### src/rtl/led_pattern_sequencer.sv
// LED pattern sequencer: advances one of four patterns on each rising edge of slow_clk sampled in the clk domain.
// Optional PWM dimming of the LED outputs is compiled in with `define PWM_DIM_EN.
module led_pattern_sequencer #(
  parameter int N_LEDS   = 8,
  parameter int PWM_BITS = 4
) (
  input  logic                clk,
  input  logic                rst,
  input  logic                slow_clk,
  input  logic [1:0]          mode,
  input  logic                pause,
  input  logic [PWM_BITS-1:0] brightness,
  output logic [N_LEDS-1:0]   leds,
  output logic                step_tick
);

  typedef enum logic [1:0] {
    M_BLINK  = 2'd0,
    M_CHASE  = 2'd1,
    M_BOUNCE = 2'd2,
    M_COUNT  = 2'd3
  } mode_e;

  localparam logic [N_LEDS-1:0] ONE = {{(N_LEDS-1){1'b0}}, 1'b1};

  logic [N_LEDS-1:0] pattern_q, pattern_d;
  logic              dir_q, dir_d;
  logic              slow_prev_q, slow_prev_d;
  mode_e             mode_q, mode_d;
  logic              step_tick_q, step_tick_d;

  mode_e             mode_in;
  logic              mode_chg;
  logic              rise;
  logic              one_hot;
  logic [N_LEDS-1:0] shl, shr;

  assign mode_in  = mode_e'(mode);
  assign mode_chg = (mode_in != mode_q);
  assign rise     = slow_clk & ~slow_prev_q & ~pause;
  assign one_hot  = (pattern_q != '0) && ((pattern_q & (pattern_q - ONE)) == '0);
  assign shl      = {pattern_q[N_LEDS-2:0], 1'b0};
  assign shr      = {1'b0, pattern_q[N_LEDS-1:1]};

  always_ff @(posedge clk) begin
    if (rst) begin
      pattern_q   <= '0;
      dir_q       <= 1'b0;
      slow_prev_q <= 1'b1;
      mode_q      <= M_BLINK;
      step_tick_q <= 1'b0;
    end else begin
      pattern_q   <= pattern_d;
      dir_q       <= dir_d;
      slow_prev_q <= slow_prev_d;
      mode_q      <= mode_d;
      step_tick_q <= step_tick_d;
    end
  end

  always_comb begin
    pattern_d   = pattern_q;
    dir_d       = dir_q;
    slow_prev_d = slow_clk;
    mode_d      = mode_q;
    step_tick_d = 1'b0;

    // A mode change wins over a coinciding edge; that edge is lost.
    if (mode_chg) begin
      mode_d = mode_in;
      dir_d  = 1'b0;
      unique case (mode_in)
        M_CHASE, M_BOUNCE: pattern_d = ONE;
        default:           pattern_d = '0;
      endcase
    end else if (rise) begin
      step_tick_d = 1'b1;
      unique case (mode_q)
        M_BLINK: pattern_d = ~pattern_q;
        M_CHASE: begin
          if (one_hot) begin
            pattern_d = {pattern_q[N_LEDS-2:0], pattern_q[N_LEDS-1]};
          end else begin
            pattern_d = ONE;
            dir_d     = 1'b0;
          end
        end
        M_BOUNCE: begin
          if (!one_hot) begin
            pattern_d = ONE;
            dir_d     = 1'b0;
          end else if (!dir_q) begin
            pattern_d = shl;
            dir_d     = shl[N_LEDS-1];
          end else begin
            pattern_d = shr;
            dir_d     = ~shr[0];
          end
        end
        default: pattern_d = pattern_q + ONE;
      endcase
    end
  end

  assign step_tick = step_tick_q;

`ifdef PWM_DIM_EN
  logic [PWM_BITS-1:0] pwm_cnt_q, pwm_cnt_d;
  logic                pwm_on;

  always_ff @(posedge clk) begin
    if (rst) pwm_cnt_q <= '0;
    else     pwm_cnt_q <= pwm_cnt_d;
  end

  always_comb begin
    pwm_cnt_d = pwm_cnt_q + {{(PWM_BITS-1){1'b0}}, 1'b1};
  end

  // Full-scale brightness must be on every cycle, not 15 of 16.
  assign pwm_on = (pwm_cnt_q < brightness) || (&brightness);
  assign leds   = pattern_q & {N_LEDS{pwm_on}};
`else
  logic unused_brightness;
  assign unused_brightness = ^brightness;
  assign leds              = pattern_q;
`endif

endmodule
### config.mk
export PLATFORM = sky130hd
export DESIGN_NAME = led_pattern_sequencer
export DESIGN_NICKNAME = d
export VERILOG_FILES = /design/src/rtl/led_pattern_sequencer.sv
export SDC_FILE = /design/constraint.sdc
export NUM_CORES = 1
export LEC_CHECK = 0
export ABC_AREA = 0
export CORE_ASPECT_RATIO = 1.1
export CORE_MARGIN = 1.5
export CORE_UTILIZATION = 49
export CTS_BUF_LIST = sky130_fd_sc_hd__clkbuf_8
export DETAILED_ROUTE_END_ITERATION = 8
export GPL_ROUTABILITY_DRIVEN = 0
export PLACE_DENSITY = 0.78
export SLEW_MARGIN = 10
export SYNTH_ARGS = -nofsm -noshare
export SYNTH_HDL_FRONTEND = slang
export SYNTH_SLANG_ARGS = --single-unit
### constraint.sdc
create_clock -name clk -period 1.9 [get_ports clk]
set_clock_uncertainty 0.15 [all_clocks]
set_input_delay 0.38 -clock clk [delete_from_list [all_inputs] [get_ports clk]]
set_output_delay 0.38 -clock clk [all_outputs]
set_load 0.01 [all_outputs]
After elaboration in Yosys (flattened, before gate mapping)

Cells that the tools add are included.

Muxes and demuxes: 12
Reduce and logical (&&, ||, !) cells: 9
Bitwise operators: 7
Equality and inequality tests: 6
Add/subtract/negate cells: 2

Operator list:

| operator                                                              | number |
|---|---|
| 8-bit 2-to-1 mux                                                      | 5 |
| 8-bit one-hot mux with 3 select lines                                 | 1 |
| 8-bit by 1-bit adder with 8-bit output, second input constant         | 1 |
| 8-bit AND                                                             | 1 |
| 8-bit logical NOT                                                     | 1 |
| 8-bit NOT                                                             | 1 |
| 8-bit nonzero test                                                    | 1 |
| 8-bit by 1-bit subtractor with 8-bit output, second input constant    | 1 |
| 1-bit 2-to-1 mux                                                      | 5 |
| 2-bit by 1-bit equality test with 1-bit output, second input constant | 2 |
| 2-bit equality test, second input constant                            | 2 |
| 2-bit nonzero test                                                    | 2 |
| 2-bit OR reduction                                                    | 2 |
| 1-bit NOT                                                             | 3 |
| 3-bit AND reduction                                                   | 1 |
| 1-bit AND                                                             | 2 |
| 2-bit logical NOT                                                     | 1 |
| 2-bit inequality test                                                 | 1 |
| 2-bit inequality test, second input constant                          | 1 |
| 1-bit one-hot mux with 2 select lines                                 | 1 |
| 1-bit logical AND                                                     | 1 |

Logic and storage cells: 41
Register bits after elaboration: 13
Output and inout bits: 9
Input port bits: 10

Longest topological paths before layout

Word-level depth: 8
Gate-level depth with buffers: 8
Mapped depth without buffers: 7

Worst setup path after synthesis

Ideal clock, no wire load.

Kind: register to register
From: register pattern_q[1] (netlist: leds[1])
To: register pattern_q[0] (netlist: leds[0])
Clock period less this slack: 2.076 ns
Setup time: 0.120 ns
Buffers on the path: 1
Cell stages (with the launch flop): 8
Required time: 1.630 ns
Path slack: -0.176 ns
Data arrival time: 1.807 ns
Cells stage by stage: dfxtp_1 -> buf_2 -> inv_1 -> ha_1 -> a211o_1 -> a211oi_4 -> a21oi_1 -> o31a_1

Cells in the longest elaborated chain, start to end: 8
Elaborated cells on any way between the ends: 11
Those cells by class: add/sub (1); mux (6); bitwise (1); reduce/logical (3)

Ends and longest elaborated chain:

| item                                        | line   | text |
|---|---|---|
| from (decl)                                 | 26     | `logic [N_LEDS-1:0] pattern_q, pattern_d;` |
| from (signal assigned)                      | 53     | `pattern_q <= pattern_d;` |
| 8-bit by 1-bit subtractor with 8-bit output | 41     | `assign one_hot = (pattern_q != '0) && ((pattern_q & (pattern_q - ONE)) == '0);` |
| 8-bit AND                                   | 41     |  |
| 8-bit logical NOT                           | 41     |  |
| 1-bit logical AND                           | 41     |  |
| 8-bit 2-to-1 mux, on equally long branches  | 89, 81 |  |
| 8-bit one-hot mux with 3 select lines *     | 78     | `unique case (mode_q)` |
| 8-bit 2-to-1 mux *                          | 76     | `end else if (rise) begin` |
| 8-bit 2-to-1 mux *                          | 69     | `if (mode_chg) begin` |

Every way passes the cells marked *; elsewhere a longest branch is shown, timed or not. The select of a mux whose other input is x is not followed.
A chain may end at the register's enable or synchronous reset.

Final worst setup path

From: register pattern_q[0] (netlist: leds[0])
To: register pattern_q[1] (netlist: leds[1])

Same word-level chain as after synthesis.

==> run_results.csv <==
group,metric,value,unit
route,drt-pass1-iter-count,7,
run,cap_violations,0,
finish,final_cell_mix,"26 x buf_4, 12 x clkdlybuf4s50_1, 11 x nor2_1, 10 x nand2_1, 9 x nor3_1",
placed_design,dp_slack,-220,ps
setup_path,slowest_delay,400,ps
yosys,synthFlopType,"dfxtp_1",
worst_hold_path,hp-start,"leds[1]$_SDFFE_PP0P_",
setup_path,cpLargestDelayFamily,"compound AO/OA/AOI/OAI gates",
finish,num_antenna_cells,0,
setup_path,end_kind,"flip-flop",
route,num_vias,1354,
route,vias_per_cell,6.45,
sta,setup_violations,8,
sta,hold_viol,0,
route,ant_nets,0,
die,die_x,48.6,um
die,coreArea,0.00208,mm^2
yosys,syn_nets,157,
yosys,synth.distinct_cells,45,
setup_path,crit_fanout,5,
clock_network,h-tree-depth,1,
die,die_area,0.00258,mm^2
clock_network,clock_latency,250,ps
placed_design,port_buffers,14,
clock_network,clk_pin_slew,60,ps
clock_network,root_buffer,"clkbuf_8",
setup_path,cp.required,1890,ps
clock_network,cts_hold_buffers,0,
grt,gr-usage-all-layers,29.4,%
setup_path,path_cells,"inv_4 -> ha_4 -> nor3b_4 -> o31ai_4 -> a211oi_4 -> buf_6 -> o311ai_4 -> a21oi_2",
yosys,synth.avg_cell_area,7.73,um^2
clock_network,cts.sinks,13,
run_status,outcome,"finished, violations left",
pwr,p_leak,0.613,nW
die,io-pin-count,19,
yosys,synth_edf_count,0,
pwr,cellPowerDensity,445,mW/mm^2
sta,max-slew-margin-rel,72.1,%
sta,hold_ws,487,ps
setup_path,cp_slowest_cell,"o31ai_4",
setup_path,crit_type,"reg2reg",
worst_hold_path,min_path_type,"reg2reg",
finish,finalNetCount,195,
grt,grt_pass1_vias,1158,
die,die_h,53.2,um
sta,fmax,0.512,GHz
sta,max_slew.worst_pin.slew,418,ps
sta,finalWorstSetupSlack,-51.4,ps
sta,rsz0062_at_grt,"true",
finish,drive_gt1_share,37.4,%
sta,finalCritPeriodShare,103,%
clock_network,cts.path.max_buffers,2,
sta,setup_tns,-191,ps
sta,period_needed,1950,ps
route,wl_per_cell,17.4,um
pwr,max-vdd-ir-drop,0.439,mV
finish,n_fill_cell,142,
route,wirelength,3.65,mm
finish,layoutNonFillerInstCount,210,
grt,grt_pass1_wl,5.71,mm
grt,antenna_found_initial,0,
setup_path,r2r_start,"leds[0]$_SDFFE_PP0P_",
route,remaining_drc_errors,0,
setup_path,arrival,1940,ps
setup_path,worst_setup_path_start_kind,"flip-flop",
yosys,synth-seq-area-share,23.2,%
yosys,synth_area,0.00112,mm^2
sta,slew_violations,0,
setup_path,startpoint,"leds[0]$_SDFFE_PP0P_",
yosys,ys_ff_latch,13,
die,start_util,53.8,%
finish,final_common_cell,"buf_4",
route,drtIter0Drc,82,
grt,grt_max_degree,13,
setup_path,path_buf_inv,2,
grt,grt_overflow_total,0,
placed_design,hpwl,2.43,mm
placed_design,dp.cells,204,
finish,area_growth,49.6,%
run_status,violations,"setup timing",
yosys,synthArstFlopShare,0,%
yosys,syn_inst,145,
clock_network,cts_made_buffers,3,
yosys,yosysWarnings,0,
die,fp-row-count,17,
clock_network,cts_tree,"done",
==> through the flow <==
step | cell area, um^2 | power [mW] | util (%)
6_report | 1680 | 0.746 | 80.4
2_1_floorplan | 1150 | 0.392 | -
3_5_place_dp | 1480 | 0.466 | 70.9
5_1_grt | 1680 | 0.772 | 80.4
3_3_place_gp | 1480 | 0.459 | 70.9
4_1_cts | 1600 | 0.729 | 76.8
==> state kept, by name (all words and copies together), names as in the netlist <==
| signal | count |
|---|---|
| mode_q | 2 |
| slow_prev_q | 1 |
| step_tick | 1 |
| dir_q | 1 |
| leds | 8 |
==> power by group <==
part | switching [mW] | internal, mW | total (mW)
combinational | 0.102 | 0.103 | 0.205
clock | 0.109 | 0.143 | 0.252
sequential | 0.0101 | 0.279 | 0.289
==> kinds of logic (layout without fill, tap and decap cells) <==
| group | Yosys count | in the layout | share of synthesized area [%] |
|---|---|---|---|
| XOR/XNOR | 4 | 4 | 3.13 |
| multiplexers | 7 | 7 | 7.81 |
| AND/OR/NAND/NOR | 59 | 59 | 29.5 |
| buffers and inverters | 19 | 55 | 8.82 |
| flip-flops | 13 | 13 | 23.2 |
| AO/OA/AOI/OAI | 41 | 42 | 25.3 |
| adder cells (fa/ha/maj) | 2 | 2 | 2.23 |
==> worst register-to-register path, stage by stage (launching register included) <==
cell      delay [ps]
dfxtp_4          370
inv_4             50
ha_4             170
nor3b_4          160
o31ai_4          400
a211oi_4          60
buf_6            160
o311ai_4         240
a21oi_2           90
==> area by class of cell <==
type,instances,area (um^2),share of cell area [%]
Clock buffer,3,41.3,2.46
Clock inverter,1,3.75,0.224
Inverter,5,21.3,1.27
Multi-Input combinational cell,114,892,53.2
Sequential cell,13,270,16.1
Tap cell,28,35.0,2.09
Timing Repair Buffer,46,413,24.6
==> cell usage after synthesis, types with 2 or more instances <==
library cell | instances | area (um^2)
a2111oi_0 | 2 | 17.5
a211oi_1 | 4 | 30.0
a21oi_1 | 10 | 50.1
a31oi_1 | 4 | 25.0
and3_1 | 2 | 12.5
buf_2 | 4 | 20.0
buf_4 | 4 | 30.0
clkbuf_1 | 5 | 18.8
dfxtp_1 | 13 | 260
ha_1 | 2 | 25.0
inv_1 | 5 | 18.8
mux2_2 | 4 | 45.0
mux2i_1 | 2 | 20.0
nand2_1 | 10 | 37.5
nand2b_1 | 2 | 12.5
nand3_1 | 6 | 30.0
nand4_1 | 3 | 18.8
nor2_1 | 11 | 41.3
nor2b_1 | 3 | 18.8
nor3_1 | 9 | 45.0
nor3b_1 | 2 | 15.0
o21ai_0 | 8 | 40.0
o22ai_1 | 3 | 18.8
or3_1 | 4 | 25.0
xnor2_1 | 3 | 26.3
==> layer usage <==
| metal | routed length [um] | up-vias | track usage, % |
|---|---|---|---|
| met1 | 1400 | 632 | 36.0 |
| met4 | 170 | 0 | 15.2 |
| met5 | 0 | - | 0 |
| met2 | 1810 | 83 | 51.6 |
| met3 | 273 | 23 | 2.82 |
| li1 | - | 616 | - |
==> final timing paths <==
check | to | slack (ps) | cells after the start
worst max-delay path | leds[1]$_SDFFE_PP0P_ | -50 | 8
worst min-delay path | leds[1]$_SDFFE_PP0P_ | 490 | 3
worst max register to register | leds[1]$_SDFFE_PP0P_ | -50 | 8
worst min register to register | leds[1]$_SDFFE_PP0P_ | 490 | 3
==> what timing repair did <==
item                                    in CTS  in global routing
endpoints found under the setup margin      11                 14
pin swaps                                    5                  5
setup buffers                                0                  1
resized for setup                           15                 17
gates cloned                                 1                  0
Power figures use the tool's default switching activity.
==> RTL edit: new RTL, config.mk and constraints unchanged <==
Set the parameter `N_LEDS` to 7 (it was 8).
--- a/src/rtl/led_pattern_sequencer.sv
+++ b/src/rtl/led_pattern_sequencer.sv
@@ -1,7 +1,7 @@
 // LED pattern sequencer: advances one of four patterns on each rising edge of slow_clk sampled in the clk domain.
 // Optional PWM dimming of the LED outputs is compiled in with `define PWM_DIM_EN.
 module led_pattern_sequencer #(
-  parameter int N_LEDS   = 8,
+  parameter int N_LEDS   = 7,
   parameter int PWM_BITS = 4
 ) (
   input  logic                clk,
Interface: changed (resized leds); port bits go from 19 to 18. No check against the original RTL was run, so the function may have changed too.
==> RTL edit against the original RTL <==
- power increased by 8.0%
- count of clock-buffer cells in the layout increased by 1
- wire length increased by 8.0%
- sequential cell count decreased by 1
- setup slack improved by 0.065 ns
- final area increased by 2.0%
- area after synthesis decreased by 1.3%
- utilization increased by 2.5 points
- highest routed layer unchanged
==> RTL edit: results (changes against the original RTL) <==
[global_route]
grt_first_pass_wirelength_um=5930  ; +4.0%
grt_pass1_vias=1270  ; +9.7%
grt_usage=0.306  ; +0.0123
grt_max_degree=10  ; -3

[synthesis]
synthDistinctLibCells=48  ; +6.7%
synth_seq_area_share=0.217  ; -0.0149
syn_nets=156  ; -0.64%
yosys-top-cells-count=dfxtp_1 (12), nand2_1 (12), a21oi_1 (11)

[layout]
largest_reg_flops=7  ; -1
fillers=116  ; -18%
nets=200  ; +2.6%
layout-drive-gt1-share=0.398  ; +0.0242

[hold_path]
min_path_cells=2  ; -1
hold_path_class=in -> reg
worstHoldEndpoint=slow_prev_q
worstHoldStart=slow_clk

[sta]
worst_pin_slew_ns=0.383  ; -0.0352 ns

[drt]
firstDrtPassIters=4  ; -3
wl_per_cell_um=18.4  ; +6.0%
drtIter0Drc=90  ; +9.8%
vias_per_cell=6.74  ; +4.5%

[power]
power_leakage_nw=0.629  ; +2.6%
vdd_drop_max_v=0.000514  ; +17%
intPower_uw=565  ; +7.5%

[critical_path]
crit_start=leds[1]
cp_slowest_cell=dfxtp_1
cpLargestDelayFamily=buffers and inverters
cp_max_fo=9  ; +4
crit_arrival_ns=1.87  ; -0.07 ns
slowest_delay_ns=0.34  ; -0.06 ns
crit_path_end=dir_q
reg2reg_from=leds[1]

[place]
io_buffers=13  ; -1
place_ws_ns=-0.387  ; -0.167 ns

[outcome]
status=finished, final reports clean

## RTL edit: cells by family after synthesis
family                   count (synthesis)  share of synthesized area
buffers and inverters                   18                     0.0826
AND/OR/NAND/NOR                         47                      0.239
flip-flops                              12                      0.217
adder cells (fa/ha/maj)                  3                     0.0339
XOR/XNOR                                 4                     0.0317
AO/OA/AOI/OAI                           57                      0.378
multiplexers                             2                     0.0181
## RTL edit: stage by stage
stage | instances | instance area, µm²
2_1_floorplan | 143 | 1130
3_3_place_gp | 202 | 1440
3_5_place_dp | 202 | 1440
4_1_cts | 208 | 1570
5_1_grt | 214 | 1710
6_report | 214 | 1710
## RTL edit: what timing repair did
action | 4_1_cts | 5_1_grt
setup buffers | 1 | 6
endpoints found under the setup margin | 8 | 9
gates cloned | 1 | 0
resized for setup | 16 | 21
pin swaps | 6 | 8
## RTL edit: power by group through the flow
stage | registers [mW] | logic [mW] | clock network (mW)
after floorplan | 0.271 | 0.110 | 0
after global placement | 0.274 | 0.177 | 0
after detailed placement | 0.275 | 0.183 | 0
after CTS | 0.270 | 0.197 | 0.290
after global routing | 0.272 | 0.258 | 0.303
final | 0.271 | 0.245 | 0.291
## RTL edit: final cells by class
cell class                      count  area share
Sequential cell                    12       0.145
Clock buffer                        4      0.0322
Multi-Input combinational cell    113       0.538
Inverter                            5      0.0124
Tap cell                           28      0.0205
Timing Repair Buffer               52       0.252
## RTL edit: layer usage
metal | routed length (µm) | track usage | vias up
met5 | 0 | 0 | -
met3 | 364 | 0.0343 | 19
met1 | 1450 | 0.347 | 683
met4 | 144 | 0.162 | 0
li1 | - | - | 639
met2 | 1990 | 0.572 | 101
